File: config.mk
export PLATFORM = sky130hd
export DESIGN_NAME = origami_mem_arbiter
export DESIGN_NICKNAME = d
export VERILOG_FILES = /design/src/rtl/origami_mem_arbiter.sv
export SDC_FILE = /design/constraint.sdc
export NUM_CORES = 1
export LEC_CHECK = 0
export BUFFER_PORTS_ARGS = -buffer_cell sky130_fd_sc_hd__buf_4
export CORE_MARGIN = 2
export CORE_UTILIZATION = 48
export DETAILED_ROUTE_END_ITERATION = 12
export PLACE_DENSITY = 0.85
export SLEW_MARGIN = 40
export SYNTH_ARGS = -nofsm -noshare
export SYNTH_HDL_FRONTEND = slang
export SYNTH_SLANG_ARGS = --single-unit
File: constraint.sdc
create_clock -name clock_i -period 2.5 [get_ports clock_i]
set_clock_uncertainty 0.2 [all_clocks]
set_input_delay 0.125 -clock clock_i [delete_from_list [all_inputs] [get_ports clock_i]]
set_output_delay 0.125 -clock clock_i [all_outputs]
set_load 0.01 [all_outputs]
File: src/rtl/origami_mem_arbiter.sv
// origami_mem_arbiter
// Arbitrates a fetch requester (read-only) and a load/store requester onto a
// single shared memory port, one transaction at a time.
//
// Ports
//   clock_i, reset_ni            : clock, asynchronous active-low reset
//   if_req_i, if_addr_i          : fetch request
//   if_gnt_o, if_rvalid_o,
//   if_rdata_o, if_err_o         : fetch grant / response
//   d_req_i, d_we_i, d_addr_i,
//   d_wdata_i, d_be_i            : load/store request
//   d_gnt_o, d_rvalid_o,
//   d_rdata_o, d_err_o           : load/store grant / response
//   mem_req_o .. mem_be_o        : shared memory request (from latched copies)
//   mem_ack_i, mem_rdata_i       : memory completion
//   arb_state_o                  : FSM state (IDLE=0 BUSY_IF=1 BUSY_D=2 DONE=3)
//
// Data wins contention unless the fetch side has watched STARVE_LIMIT data
// grants go by while it was asking. A transaction that sees no mem_ack for
// TIMEOUT busy cycles is aborted and answered with err=1, rdata=0.
module origami_mem_arbiter #(
    parameter int unsigned STARVE_LIMIT = 3,
    parameter int unsigned TIMEOUT      = 15
) (
    input  logic        clock_i,
    input  logic        reset_ni,
    // fetch requester
    input  logic        if_req_i,
    input  logic [31:0] if_addr_i,
    output logic        if_gnt_o,
    output logic        if_rvalid_o,
    output logic [31:0] if_rdata_o,
    output logic        if_err_o,
    // load/store requester
    input  logic        d_req_i,
    input  logic        d_we_i,
    input  logic [31:0] d_addr_i,
    input  logic [31:0] d_wdata_i,
    input  logic [3:0]  d_be_i,
    output logic        d_gnt_o,
    output logic        d_rvalid_o,
    output logic [31:0] d_rdata_o,
    output logic        d_err_o,
    // shared memory port
    output logic        mem_req_o,
    output logic        mem_we_o,
    output logic [31:0] mem_addr_o,
    output logic [31:0] mem_wdata_o,
    output logic [3:0]  mem_be_o,
    input  logic        mem_ack_i,
    input  logic [31:0] mem_rdata_i,
    // debug
    output logic [1:0]  arb_state_o
);

    localparam int unsigned SW = (STARVE_LIMIT > 0) ? $clog2(STARVE_LIMIT + 1) : 1;
    localparam int unsigned WW = (TIMEOUT > 1) ? $clog2(TIMEOUT + 1) : 1;
    localparam logic [SW-1:0] STARVE_MAX = SW'(STARVE_LIMIT);
    localparam logic [WW-1:0] WAIT_LAST  = WW'(TIMEOUT - 1);

    typedef enum logic [1:0] {
        IDLE    = 2'd0,
        BUSY_IF = 2'd1,
        BUSY_D  = 2'd2,
        DONE    = 2'd3
    } state_e;

    // Attributes of the transaction in flight, captured at grant.
    typedef struct packed {
        logic        we;
        logic [31:0] addr;
        logic [31:0] wdata;
        logic [3:0]  be;
    } mreq_t;

    state_e        state_q, state_d;
    mreq_t         lat_q, lat_d;
    logic [SW-1:0] starve_q, starve_d;
    logic [WW-1:0] wait_q, wait_d;
    logic          if_gnt_q, if_gnt_d, d_gnt_q, d_gnt_d;
    logic          if_rvalid_q, if_rvalid_d, d_rvalid_q, d_rvalid_d;
    logic          if_err_q, if_err_d, d_err_q, d_err_d;
    logic [31:0]   if_rdata_q, if_rdata_d, d_rdata_q, d_rdata_d;
    logic          busy;
    logic [31:0]   rd_cap;

    assign busy   = (state_q == BUSY_IF) || (state_q == BUSY_D);
    // Writes return zero rather than whatever the bus happens to carry.
    assign rd_cap = lat_q.we ? 32'h0 : mem_rdata_i;

    always_comb begin
        state_d     = state_q;
        lat_d       = lat_q;
        starve_d    = starve_q;
        wait_d      = wait_q;
        if_gnt_d    = 1'b0;
        d_gnt_d     = 1'b0;
        if_rvalid_d = 1'b0;
        d_rvalid_d  = 1'b0;
        if_err_d    = 1'b0;
        d_err_d     = 1'b0;
        if_rdata_d  = if_rdata_q;
        d_rdata_d   = d_rdata_q;

        case (state_q)
            IDLE: begin
                if (!if_req_i) starve_d = '0;
                if (if_req_i || d_req_i) begin
                    wait_d = '0;
                    if (if_req_i && (!d_req_i || starve_q == STARVE_MAX)) begin
                        state_d     = BUSY_IF;
                        lat_d.we    = 1'b0;
                        lat_d.addr  = if_addr_i;
                        lat_d.wdata = 32'h0;
                        lat_d.be    = 4'hF;
                        if_gnt_d    = 1'b1;
                        starve_d    = '0;
                    end else begin
                        state_d     = BUSY_D;
                        lat_d.we    = d_we_i;
                        lat_d.addr  = d_addr_i;
                        lat_d.wdata = d_wdata_i;
                        lat_d.be    = d_be_i;
                        d_gnt_d     = 1'b1;
                        // Only grants that made fetch wait count toward starvation.
                        if (if_req_i && starve_q != STARVE_MAX)
                            starve_d = starve_q + SW'(1);
                    end
                end
            end
            BUSY_IF, BUSY_D: begin
                // An ack on the final allowed cycle still completes normally.
                if (mem_ack_i) begin
                    state_d = DONE;
                    if (state_q == BUSY_D) begin
                        d_rvalid_d = 1'b1;
                        d_rdata_d  = rd_cap;
                    end else begin
                        if_rvalid_d = 1'b1;
                        if_rdata_d  = rd_cap;
                    end
                end else begin
                    wait_d = wait_q + WW'(1);
                    if (wait_q == WAIT_LAST) begin
                        state_d = DONE;
                        if (state_q == BUSY_D) begin
                            d_rvalid_d = 1'b1;
                            d_err_d    = 1'b1;
                            d_rdata_d  = 32'h0;
                        end else begin
                            if_rvalid_d = 1'b1;
                            if_err_d    = 1'b1;
                            if_rdata_d  = 32'h0;
                        end
                    end
                end
            end
            DONE:    state_d = IDLE;
            default: state_d = IDLE;
        endcase
    end

    always_ff @(posedge clock_i or negedge reset_ni) begin
        if (!reset_ni) begin
            state_q     <= IDLE;
            lat_q       <= '0;
            starve_q    <= '0;
            wait_q      <= '0;
            if_gnt_q    <= 1'b0;
            d_gnt_q     <= 1'b0;
            if_rvalid_q <= 1'b0;
            d_rvalid_q  <= 1'b0;
            if_err_q    <= 1'b0;
            d_err_q     <= 1'b0;
            if_rdata_q  <= 32'h0;
            d_rdata_q   <= 32'h0;
        end else begin
            state_q     <= state_d;
            lat_q       <= lat_d;
            starve_q    <= starve_d;
            wait_q      <= wait_d;
            if_gnt_q    <= if_gnt_d;
            d_gnt_q     <= d_gnt_d;
            if_rvalid_q <= if_rvalid_d;
            d_rvalid_q  <= d_rvalid_d;
            if_err_q    <= if_err_d;
            d_err_q     <= d_err_d;
            if_rdata_q  <= if_rdata_d;
            d_rdata_q   <= d_rdata_d;
        end
    end

    assign if_gnt_o    = if_gnt_q;
    assign if_rvalid_o = if_rvalid_q;
    assign if_rdata_o  = if_rdata_q;
    assign if_err_o    = if_err_q;
    assign d_gnt_o     = d_gnt_q;
    assign d_rvalid_o  = d_rvalid_q;
    assign d_rdata_o   = d_rdata_q;
    assign d_err_o     = d_err_q;

    // Request/we/be are qualified by the busy state so they fall with reset
    // or the abort without waiting for a clock edge.
    assign mem_req_o   = busy;
    assign mem_we_o    = busy & lat_q.we;
    assign mem_be_o    = busy ? lat_q.be : 4'h0;
    assign mem_addr_o  = lat_q.addr;
    assign mem_wdata_o = lat_q.wdata;
    assign arb_state_o = state_q;

endmodule

==> results of run 1 <==
[area by class of cell]
type | instances | area [sq um]
sequential | 147 | 3680
clock buffer | 19 | 443
clock inverter | 12 | 155
inverter | 9 | 33.8
multi-input combinational | 291 | 2350
tap | 180 | 225
fill | 732 | 3150
timing repair buffer | 437 | 3740
[worst max-delay path, stage by stage (launching register included)]
cell and delay, ps:
dfrtp_1 390, ha_1 190, and2b_2 230, nand2b_4 190
buf_12 160, mux2i_1 270, dlygate4sd3_1 600, o21ai_0 70
[timing repair]
| action | 4_1_cts | 5_1_grt |
|---|---|---|
| endpoints found under the hold margin | 288 | 1 |
| setup buffers | 0 | 3 |
| hold buffers | 138 | 1 |
| setup endpoints to repair | 0 | 24 |
| gates resized for setup | 0 | 3 |
[final timing paths]
check                               startpoint             end  slack (ps)
min in group asynchronous             reset_ni  if_rdata_o[13]         110
max in group asynchronous             reset_ni  if_rdata_o[15]        1020
worst max-delay path               starve_q[0]   mem_addr_o[7]          60
worst max register to register     starve_q[0]   mem_addr_o[7]          60
worst min register to register  mem_addr_o[13]  mem_addr_o[13]         290
worst min-delay path                   d_req_i       wait_q[3]          50
[sequential cells by signal, indices dropped and copies added (netlist names), 2 cells and up]
register / count
arb_state_o: 2
d_rdata_o: 32
if_rdata_o: 32
lat_q: 5
mem_addr_o: 32
mem_wdata_o: 32
starve_q: 2
wait_q: 4
[power by group]
part | internal (mW) | leakage [nW] | switching [mW]
logic | 2.68 | 3.23 | 2.40
registers | 3.30 | 1.89 | 0.654
clock network | 1.59 | 0.290 | 0.986
total | 7.57 | 5.41 | 4.04
[per-stage QoR]
step | instance area, sq um | setup WS [ps] | total power, mW
final | 10600 | 64.4 | 11.6
after global routing | 10600 | -17.4 | 12.2
after CTS | 10500 | 34.0 | 11.4
after detailed placement | 8560 | 393 | 8.61
after global placement | 8560 | 478 | 8.38
after floorplan | 6710 | 199 | 6.88
[kinds of logic after synthesis]
family | share of synthesized area [%]
compound gates | 9.15
mux | 16.3
simple gates | 8.07
flops | 54.8
buf+inv | 10.5
fa+ha+maj | 1.12
[cells in the mapped netlist (all sizes together), types with 2 or more instances]
cell,n
a21oi,5
a22o,33
and2,38
buf,81
clkbuf,14
dfrtp,147
ha,6
inv,8
mux2,64
mux2i,34
nand2,36
nand2b,4
nand3,2
nor2,4
nor2b,2
nor3,5
nor3b,3
o21ai,37
o22a,4
[metal layers]
layer	GRT usage [%]	up-vias	share of wire (%)
met4	13.9	0	3.7
met3	6.88	52	7.4
met5	0	-	0
li1	-	2532	-
met1	35.4	2884	39
met2	47.8	304	50
==> impl_metrics.env, run 1 <==
export IMPL_outcome="finished clean"
export IMPL_drtIter0Drc=402
export IMPL_antenna_found_initial=0
export IMPL_antenna_cells=0
export IMPL_cts_buffers=17
export IMPL_synth_seq_cells=147
export IMPL_clk_latency_ps=410
export IMPL_hpwl_microns=12400
export IMPL_cts_sinks=147
export IMPL_ys_warn_count=0
export IMPL_synth_edff_count=0
export IMPL_fin_crit_sh_pct=97.4
export IMPL_syn_num_nets=686
export IMPL_num_rows=43
export IMPL_finalSetupTns_ps=0
export IMPL_final_common_cell="buf_4"
export IMPL_fin_nets=1047
export IMPL_setup_violations=0
export IMPL_portBuffers=279
export IMPL_clk_pin_slew_ps=60
export IMPL_grt_pass1_wl_microns=32500
export IMPL_hold_viol=0
export IMPL_final_cell_mix="buf_4 (290), dfrtp_1 (147), dlygate4sd3_1 (138), mux2_2 (55), and2_1 (37)"
export IMPL_grt_max_degree=95
export IMPL_crit_required_ps=2590
export IMPL_syn_inst=542
export IMPL_cts_max_level=4
export IMPL_syn_area_per_cell_sq_um=12.4
export IMPL_worst_hold_slack_ps=46.7
export IMPL_overflow=0
export IMPL_critPathMaxFanout=8
export IMPL_clk_path_buf_depth=2
export IMPL_dr_pass1_iters=5
export IMPL_pin_count=280
export IMPL_wl_per_cell_microns=19.9
export IMPL_dp_cells=921
export IMPL_p_leak_nw=5.41
export IMPL_worstRegToRegCells=7
export IMPL_dieWidth_microns=122
export IMPL_root_buffer="clkbuf_16"
export IMPL_final_util_pct=77.1
export IMPL_drive_gt1_share_pct=44.2
export IMPL_worstSetupEndpointType="flip-flop"
export IMPL_max_freq_ghz=0.411
export IMPL_holdPathStages=5
export IMPL_critPathLaunchType="flip-flop"
export IMPL_tightest_slew_ps=786
export IMPL_power_density_mw_per_mm2=1090
export IMPL_fp_dieArea_sq_mm=0.0149
export IMPL_core_area_sq_mm=0.0138
export IMPL_cap_violations=0
export IMPL_grt_pass1_vias=6050
export IMPL_start_util_pct=48.7
export IMPL_area_growth_pct=58.2
export IMPL_drc=0
export IMPL_cts_tree="built"
export IMPL_stdcell_count=1095
export IMPL_synth_async_reset_ratio_pct=100
export IMPL_dieHeight_microns=122
export IMPL_wl_microns=21800
export IMPL_ys_flop_type="dfrtp_1"
export IMPL_synth_area_leaders="dfrtp_1 (55%), mux2_2 (9.2%), buf_4 (7.5%)"
export IMPL_num_vias=5772
export IMPL_hp_class="input pin to flip-flop"
export IMPL_min_period_ps=2440
export IMPL_viasPerCell=5.27
export IMPL_synth_area_sq_mm=0.00671
export IMPL_relSlewSlack_pct=47.4
export IMPL_ys_types=45
export IMPL_antenna_left=0
export IMPL_grt_usage_pct=28.8
export IMPL_cp_arrival_ps=2530
export IMPL_slew_viol_final=0
export IMPL_vdd_drop_max_mv=0.750
export IMPL_place_congestion=0.802
export IMPL_crit_type="flip-flop to flip-flop"
export IMPL_synth_top_area_share_pct=54.8
export IMPL_seq_area_frac_synth_pct=54.8
export IMPL_synth_largest_area_cell="dfrtp_1"
No activity file was read; power rests on OpenSTA's default activity.
==> run 2: changes to the inputs <==
--- a/config.mk
+++ b/config.mk
@@ -9,7 +9,7 @@
 export CORE_MARGIN = 2
 export CORE_UTILIZATION = 48
 export DETAILED_ROUTE_END_ITERATION = 12
-export PLACE_DENSITY = 0.85
+export PLACE_DENSITY = 0.8
 export SLEW_MARGIN = 40
 export SYNTH_ARGS = -nofsm -noshare
 export SYNTH_HDL_FRONTEND = slang
==> run 2 against run 1 <==
Register-to-register slack improved by 120 ps. Die area did not move. Design area fell by 1.0%. Cell count shrank 0.73%. Power is 2.1% lower. Non-clock buffer count fell by 8. Fmax is 5.2% higher. Highest routed layer unchanged. Combinational power fell by 3%. First-iteration DRC count is 11% lower.
==> impl_metrics.env, run 2 (synthesized netlist as in run 1, its figures left out) <==
export IMPL_max_stage_delay_ps=580
export IMPL_power_density_mw_per_mm2=1080
export IMPL_drc=0
export IMPL_area_growth_pct=56.6
export IMPL_clk_path_buf_depth=2
export IMPL_crit_slowest_cell="dlygate4sd3_1"
export IMPL_cts_max_level=4
export IMPL_core_area_sq_mm=0.0138
export IMPL_fp_dieArea_sq_mm=0.0149
export IMPL_hold_viol=0
export IMPL_relSlewSlack_pct=57.1
export IMPL_grt_max_degree=67
export IMPL_critPathTopFamily="buffers and inverters"
export IMPL_drive_gt1_share_pct=43.6
export IMPL_worstRegToRegCells=6
export IMPL_rsz0062_at_grt="false"
export IMPL_wl_microns=20300
export IMPL_place_area_sq_mm=0.00853
export IMPL_stdcell_count=1087
export IMPL_num_vias=5639
export IMPL_cts_sinks=147
export IMPL_grt_pass1_vias=6045
export IMPL_cap_violations=0
export IMPL_clk_pin_slew_ps=60
export IMPL_worstPathCellList="ha_1 > and2b_1 > nand2b_2 > mux2i_1 > dlygate4sd3_1 > o21ai_0"
export IMPL_fin_nets=1039
export IMPL_pin_count=280
export IMPL_crit_type="flip-flop to flip-flop"
export IMPL_worstSetupEndpointType="flip-flop"
export IMPL_wl_per_cell_microns=18.7
export IMPL_layout_setup_ws_ps=185
export IMPL_min_period_ps=2310
export IMPL_final_common_cell="buf_4"
export IMPL_stdcell_area_sq_mm=0.0105
export IMPL_post_cts_buffers=0
export IMPL_vdd_drop_max_mv=0.611
export IMPL_max_freq_ghz=0.432
export IMPL_setup_violations=0
export IMPL_dieHeight_microns=122
export IMPL_drtIter0Drc=359
export IMPL_final_cell_mix="buf_4 (285), dfrtp_1 (147), dlygate4sd3_1 (138), mux2_2 (55), and2_1 (37)"
export IMPL_viasPerCell=5.19
export IMPL_hpwl_microns=11700
export IMPL_critPathMaxFanout=4
export IMPL_outcome="finished clean"
export IMPL_critPathLaunchType="flip-flop"
export IMPL_finalSetupTns_ps=0
export IMPL_grt_pass1_wl_microns=31100
export IMPL_place_congestion=0.848
export IMPL_root_buffer="clkbuf_16"
export IMPL_dieWidth_microns=122
export IMPL_grt_usage_pct=27.2
export IMPL_antenna_left=0
export IMPL_cp_arrival_ps=2380
export IMPL_reg2reg_from="starve_q[0]"
export IMPL_num_rows=43
export IMPL_cp_buffers_inverters=1
export IMPL_pre_cts_slack_ps=142
export IMPL_cts_tree="built"
export IMPL_dr_pass1_iters=4
export IMPL_n_fill_cell=760
export IMPL_portBuffers=279
export IMPL_start_util_pct=48.7
export IMPL_tightest_slew_ps=642
export IMPL_p_leak_nw=5.35
export IMPL_antenna_found_initial=0
export IMPL_cts_buffers=17
export IMPL_crit_required_ps=2570
export IMPL_fin_crit_sh_pct=92.6
export IMPL_overflow=0
export IMPL_dp_cells=918
export IMPL_clk_latency_ps=410
export IMPL_hp_class="input pin to asynchronous set/reset pin"
export IMPL_ff2ff_setup_slack_ps=190
export IMPL_slew_viol_final=0
export IMPL_reg2reg_to="mem_addr_o[27]"
export IMPL_antenna_cells=0
[run 2: final cells by class]
cell class | count | area (sq um) | area share, %
timing repair buffer | 429 | 3630 | 34.6
sequential | 147 | 3680 | 35.0
tap | 180 | 225 | 2.14
multi-input combinational | 291 | 2350 | 22.3
clock buffer | 23 | 488 | 4.64
clock inverter | 8 | 101 | 0.964
inverter | 9 | 36.3 | 0.345
[run 2: how the worst max path moves through the flow]
stage	start	end	slack (ps)	cells past startpoint
floorplan	arb_state_o[0]	if_rdata_o[10]	200	6
finish	starve_q[0]	mem_addr_o[27]	190	6
global route	starve_q[0]	mem_addr_o[23]	90	6
detailed placement	arb_state_o[0]	wait_q[2]	140	7
CTS	arb_state_o[0]	wait_q[2]	150	7
global placement	arb_state_o[0]	wait_q[2]	300	7
[run 2: repair_timing]
item,4_1_cts,5_1_grt
hold buffers,138,0
endpoints found under the hold margin,206,0
resized for setup,0,3
setup endpoints to repair,0,8
[run 2: metrics by stage]
step / hold WS, ps / power [mW] / utilization [%]
floorplan: -371 / 6.88 / -
global placement: -52.1 / 8.34 / 61.9
detailed placement: -45.0 / 8.54 / 61.9
CTS: 81.3 / 11.3 / 76.3
global route: 133 / 12.0 / 76.3
finish: 77.7 / 11.4 / 76.3
[run 2: metal layers]
layer  part of all wire, %  routed length [microns]  global-route usage [%]
met5                     0                        0                       0
met4                   3.8                      769                    13.6
met3                   8.0                     1620                    6.88
met2                    50                    10100                    46.5
met1                    39                     7810                    31.7
[run 2: power by group]
group	internal, mW	switching, mW	total [mW]
Clock	1.57	0.947	2.51
Combinational	2.62	2.30	4.92
Sequential	3.30	0.636	3.93
Total	7.49	3.88	11.4
